==> src/rtl/regfile.sv <==
// regfile -- 32 x 32-bit general-purpose register file, two read ports, one
// write port.
//
// Register 0 is hard-wired to zero and is never written. Reads are purely
// combinational. A write is visible in the same cycle through a bypass from
// the write port, and from the array starting on the next cycle.
//
// Optional feature (macro REGFILE_CLEAR_EN):
//   When defined, a post-reset clear sequencer is compiled in. After rst is
//   released it writes RESET_FILL into registers 1..31, one register per cycle,
//   so the clear takes 31 cycles. busy is high for that whole time. While busy
//   is high, the write port is ignored and both read ports return zero.
//   When the macro is not defined, busy is tied low, reset leaves the array
//   alone, and the array contents at power-up are undefined.
//
// Parameter:
//   RESET_FILL  value written to registers 1..31 by the clear sequence
//
// Ports:
//   clk             rising-edge clock
//   rst             synchronous active-high reset
//   we/waddr/wdata  write port (from the write-back stage)
//   re1/raddr1      read port 1 enable and address
//   rdata1          read port 1 data (combinational)
//   re2/raddr2      read port 2 enable and address
//   rdata2          read port 2 data (combinational)
//   busy            clear sequence in progress

// One read port. Outputs are forced to zero in a fixed priority order; after
// that, a same-cycle write to the same address wins over the stored value.
module regfile_rd (
  input  logic        rst_i,
  input  logic        busy_i,
  input  logic        re_i,
  input  logic [4:0]  raddr_i,
  input  logic        we_i,
  input  logic [4:0]  waddr_i,
  input  logic [31:0] wdata_i,
  input  logic [31:0] mem_i,
  output logic [31:0] rdata_o
);

  always_comb begin
    rdata_o = '0;
    if (rst_i || busy_i || raddr_i == 5'd0 || !re_i)
      rdata_o = '0;
    else if (we_i && waddr_i == raddr_i)
      // The bypass does not check busy_i: when busy_i is high the branch
      // above has already returned zero.
      rdata_o = wdata_i;
    else
      rdata_o = mem_i;
  end

endmodule

module regfile #(
  parameter logic [31:0] RESET_FILL = 32'h00000000
) (
  input  logic        clk,
  input  logic        rst,
  input  logic        we,
  input  logic [4:0]  waddr,
  input  logic [31:0] wdata,
  input  logic        re1,
  input  logic [4:0]  raddr1,
  output logic [31:0] rdata1,
  input  logic        re2,
  input  logic [4:0]  raddr2,
  output logic [31:0] rdata2,
  output logic        busy
);

  localparam int NUM_RD = 2;

  // Storage. Entry 0 exists but is never written and never read.
  logic [31:0] mem_q [32];

  // Request from the clear sequencer. It takes priority over the external
  // write port.
  logic        clr_we;
  logic [4:0]  clr_ptr;

`ifdef REGFILE_CLEAR_EN
  typedef enum logic {IDLE, CLEAR} state_e;

  state_e     state_q, state_d;
  logic [4:0] ptr_q, ptr_d;

  // A reset always restarts the clear from register 1, even when a clear is
  // already in progress.
  always_ff @(posedge clk) begin
    if (rst) begin
      state_q <= CLEAR;
      ptr_q   <= 5'd1;
    end else begin
      state_q <= state_d;
      ptr_q   <= ptr_d;
    end
  end

  always_comb begin
    state_d = state_q;
    ptr_d   = ptr_q;
    clr_we  = 1'b0;
    unique case (state_q)
      IDLE: ;
      CLEAR: begin
        clr_we = 1'b1;
        ptr_d  = ptr_q + 5'd1;
        if (ptr_q == 5'd31)
          state_d = IDLE;
      end
      default: state_d = IDLE;
    endcase
  end

  assign clr_ptr = ptr_q;
  assign busy    = (state_q == CLEAR);
`else
  assign clr_we  = 1'b0;
  assign clr_ptr = 5'd0;
  assign busy    = 1'b0;
`endif

  // Single physical write port, shared by the clear sequencer and the
  // external write path.
  logic        wr_en;
  logic [4:0]  wr_addr;
  logic [31:0] wr_data;

  always_comb begin
    wr_en   = 1'b0;
    wr_addr = waddr;
    wr_data = wdata;
    if (clr_we) begin
      wr_en   = 1'b1;
      wr_addr = clr_ptr;
      wr_data = RESET_FILL;
    end else if (we && !busy && waddr != 5'd0) begin
      wr_en = 1'b1;
    end
  end

  // rst blocks every write, so reset never changes the array contents.
  always_ff @(posedge clk) begin
    if (!rst && wr_en)
      mem_q[wr_addr] <= wr_data;
  end

  // Read ports. Packing them into arrays lets one generate loop build both.
  logic [NUM_RD-1:0]       re_a;
  logic [NUM_RD-1:0][4:0]  raddr_a;
  logic [NUM_RD-1:0][31:0] rdata_a;

  assign re_a    = {re2, re1};
  assign raddr_a = {raddr2, raddr1};

  for (genvar p = 0; p < NUM_RD; p++) begin : g_rd
    regfile_rd u_rd (
      .rst_i   (rst),
      .busy_i  (busy),
      .re_i    (re_a[p]),
      .raddr_i (raddr_a[p]),
      .we_i    (we),
      .waddr_i (waddr),
      .wdata_i (wdata),
      .mem_i   (mem_q[raddr_a[p]]),
      .rdata_o (rdata_a[p])
    );
  end

  assign rdata1 = rdata_a[0];
  assign rdata2 = rdata_a[1];

endmodule

==> config.mk <==
export PLATFORM = sky130hd
export DESIGN_NAME = regfile
export DESIGN_NICKNAME = d
export VERILOG_FILES = /design/src/rtl/regfile.sv
export SDC_FILE = /design/constraint.sdc
export NUM_CORES = 1
export LEC_CHECK = 0
export BUFFER_PORTS_ARGS = -buffer_cell sky130_fd_sc_hd__buf_2
export CAP_MARGIN = 5
export CORE_MARGIN = 2
export CORE_UTILIZATION = 40
export CTS_CLUSTER_DIAMETER = 50
export CTS_CLUSTER_SIZE = 40
export DETAILED_ROUTE_END_ITERATION = 10
export GPL_ROUTABILITY_DRIVEN = 0
export GPL_TIMING_DRIVEN = 0
export PLACE_DENSITY_LB_ADDON = 0.12
export SYNTH_ARGS = -nofsm -noshare
export SYNTH_HDL_FRONTEND = slang
export SYNTH_SLANG_ARGS = --single-unit
export TNS_END_PERCENT = 100
==> constraint.sdc <==
create_clock -name clk -period 4.25 [get_ports clk]
set_clock_uncertainty 0.15 [all_clocks]
set_input_delay 0.85 -clock clk [delete_from_list [all_inputs] [get_ports clk]]
set_output_delay 0.85 -clock clk [all_outputs]
set_load 0.1 [all_outputs]
==> qor.csv <==
stage;metric;value;unit
route;via count;33283;
synthesis;Seq cells post-synth;1024;
route;Post-Route WL;215000;um
worst_setup_path;Slowest cell on crit path;a221oi_1;
route;Vias/cell;6.99;
final_layout;Final Net Count;3093;
place;Post-DP HPWL;141000;um
floorplan;row cnt;127;
worst_setup_path;CP Cell Sequence;buf_4, nor2b_2, clkdlybuf4s15_2, a221oi_1, o21ai_0, a21oi_1, a221o_1, buf_6;
run_status;status;finished, violations left;
floorplan;Starting Density;40.3;%
place;Placed Area;0.0524;mm2
final_layout;area of the multi-input gates;0.0173;mm2
global_routing;GR Overflow Total;0;
worst_setup_path;crit-path max FO;10;
synthesis;post-synthesis cell count;2725;
final_layout;final cell area excluding filler cells;0.0584;mm2
timing;Final Hold Vio Count;0;
clock_network;root buf cell;clkbuf_16;
clock_network;Max clock buf depth;3;
route;DR WL/cell;45.1;um
timing;Max-slew headroom;27.5;%
final_layout;Largest Register;mem_q;
final_layout;number of flip-flops in the largest register;1024;
final_layout;Util after Layout;48.6;%
worst_hold_path;HP Class;in2reg;
clock_network;TritonCTS buffer count;121;
synthesis;Syn Std Cell Area;0.0485;mm2
final_layout;Area growth syn-to-layout;20.5;%
floorplan;die area;0.124;mm2
worst_hold_path;Hold Crit Start;wdata[1];
synthesis;Primary FF master, synth;edfxtp_1;
run;# Max-Cap Violations;0;
timing;Highest Clock Rate;0.228;GHz
route;DR DRC count;0;
global_routing;pin count of the biggest net entering global routing;35;
worst_setup_path;kind of critical path;in2out;
timing;Final Cycle Share;103;%
clock_network;H-tree Lvls;3;
timing;max-slew violation count;0;
final_layout;register area;0.0307;mm2
worst_setup_path;Worst setup SP type;input port;
place;buffers added on ports;107;
worst_setup_path;crit-path max cell delay;0.58;ns
place;dpl ws;-1.92;ns
synthesis;Avg Synthesized Cell Area;17.8;um2
global_routing;initial antenna violation count;9;
final_layout;Layout fillers;10073;
synthesis;count of cell types in the netlist;50;
floorplan;Core Area;0.120;mm2
global_routing;vias in the first global route;32073;
timing;RSZ-0062 raised after global routing;true;
floorplan;die height;352;um
clock_network;Num Clock Sinks;1024;
clock_network;CTS tree;yes;
timing;Final Critical Period;4.38;ns
final_layout;share of cells above drive strength 1;33.5;%
synthesis;synth warn;0;
global_routing;first-pass GRT wire length;282000;um
timing;Worst Tran Pin Value;1.09;ns
synthesis;ys async rst share;0;%
clock_network;Clock Pin Slew Worst Setup and Hold Paths;0.06;ns
power_and_ir_drop;leakage;19.8;nW
floorplan;die width;352;um
route;Final ANT Viol Nets;0;
route;1st-iter DRT viols;5736;
power_and_ir_drop;worst vdd ir;339;uV
worst_setup_path;CP Data Required Time;3.25;ns
worst_setup_path;Arr. time, crit path;3.38;ns
worst_hold_path;Min-Delay Endpoint;mem_q[1][1];
timing;final hold slack;0.537;ns
timing;final setup violation count;47;
floorplan;IO Pins;117;
route;first-pass iteration count of the detailed router;7;
timing;Final WS setup;-0.135;ns
power_and_ir_drop;Pwr Density;430;mW/mm2
synthesis;Seq/Total Area, Yosys;63.5;%
run_status;violated checks;setup timing;
synthesis;number of synthesized flops with an enable pin;1024;
worst_hold_path;Hold Path Stages;1;
global_routing;gr usage total;33.9;%
worst_setup_path;Worst Setup End Kind;output pin;
final_layout;Largest regs;mem_q x1024;
## cell usage in the layout, fill, tap and decap left out, drive strengths merged, types with 6 or more instances in the layout
master       n
bufinv      16
edfxtp    1024
clkinv      35
a221oi     171
a211o       18
mux2i      397
nand2b      10
a21oi       84
conb        33
a22oi      115
clkbuf     236
nor2        54
inv         27
buf        291
xnor2        6
nor2b       14
o21ai       95
clkinvlp    15
nor3        20
diode        7
nor3b        6
mux4       314
o21bai      11
a211oi       7
a221o       71
nand2       41
## timing repair
action	in CTS	in global routing
pin swaps	18	14
gates resized for setup	427	110
endpoints found under the setup margin	64	63
hold buffers	0	0
gates cloned	0	0
setup buffers	7	1
## how the worst max path moves through the flow
| stage | start | cells past startpoint | slack (ns) | to |
|---|---|---|---|---|
| 2_1_floorplan | raddr1[0] | 8 | 0.04 | rdata1[30] |
| 3_3_place_gp | raddr2[2] | 8 | -2.09 | rdata2[12] |
| 3_5_place_dp | raddr2[2] | 8 | -1.92 | rdata2[24] |
| 4_1_cts | raddr1[0] | 7 | -0.09 | rdata1[17] |
| 5_1_grt | raddr2[0] | 9 | -0.04 | rdata2[17] |
| 6_report | raddr1[2] | 8 | -0.13 | rdata1[28] |
## layout make-up
type                       instances  share of cell area [%]
sequential                      1024                    52.6
buffer                           226                    3.73
clock inverter                    86                    1.79
antenna                            7                  0.0300
timing repair buffer             161                    3.36
inverter                           7                  0.0493
clock buffer                     141                    5.39
multi-input combinational       1500                    29.6
tap                             1612                    3.45
## report_power, final
part	switching, mW	internal (mW)
Clock	4.58	6.36
Combinational	2.04	0.891
Sequential	0.0400	11.2
Total	6.66	18.5
## Yosys cell counts (5+ instances only)
master	number	area share (%)
a211o_1	18	0.33
o21ai_0	58	0.60
buf_6	33	0.77
a221oi_2	8	0.25
mux4_2	314	15
a21oi_1	84	0.87
a221o_1	71	1.5
mux2i_1	397	8.2
xnor2_1	6	0.11
a221oi_1	163	2.9
clkbuf_1	92	0.71
edfxtp_1	1024	63
o21ai_1	36	0.37
buf_4	36	0.56
a22oi_1	115	1.8
o21bai_1	11	0.17
buf_1	6	0.046
a211oi_1	6	0.093
nor2_1	52	0.40
nor3_1	20	0.21
buf_2	55	0.57
nand2_1	41	0.32
nor2b_1	13	0.17
nor3b_1	6	0.093
nand3_1	5	0.052
nand2b_1	10	0.13
## metal layers
layer | global-route usage [%] | wire length [um]
met4 | 20.3 | 15500
met2 | 49.0 | 91200
met3 | 12.3 | 29100
met5 | 0.885 | 241
met1 | 43.8 | 79000
## per-stage QoR
step	std cells	power, mW	setup TNS, ns
floorplan	2757	12.9	0
global placement	4476	14.0	-1617.16
detailed placement	4522	14.1	-68.61
CTS	4756	25.0	-0.410
global route	4757	25.5	-0.166
finish	4764	25.1	-2.06
## critical path, delay by kind of cell
| kind | cells | cell delay, ns |
|---|---|---|
| AOI/OAI and AO/OA | 4 | 1.33 |
| buffers and inverters | 3 | 1.07 |
| and+or+nand+nor | 1 | 0.11 |
## cells by family after synthesis
family                 count (synthesis)  synth area share, %
flip-flops                          1024                 63.5
multiplexers                         711                 22.8
AO/OA/AOI/OAI                        578                 9.02
buffers and inverters                233                 2.83
AND/OR/NAND/NOR                      168                 1.71
XOR/XNOR                              10                0.181
other                                  1              0.00774
(Power assumes the default switching activity.)
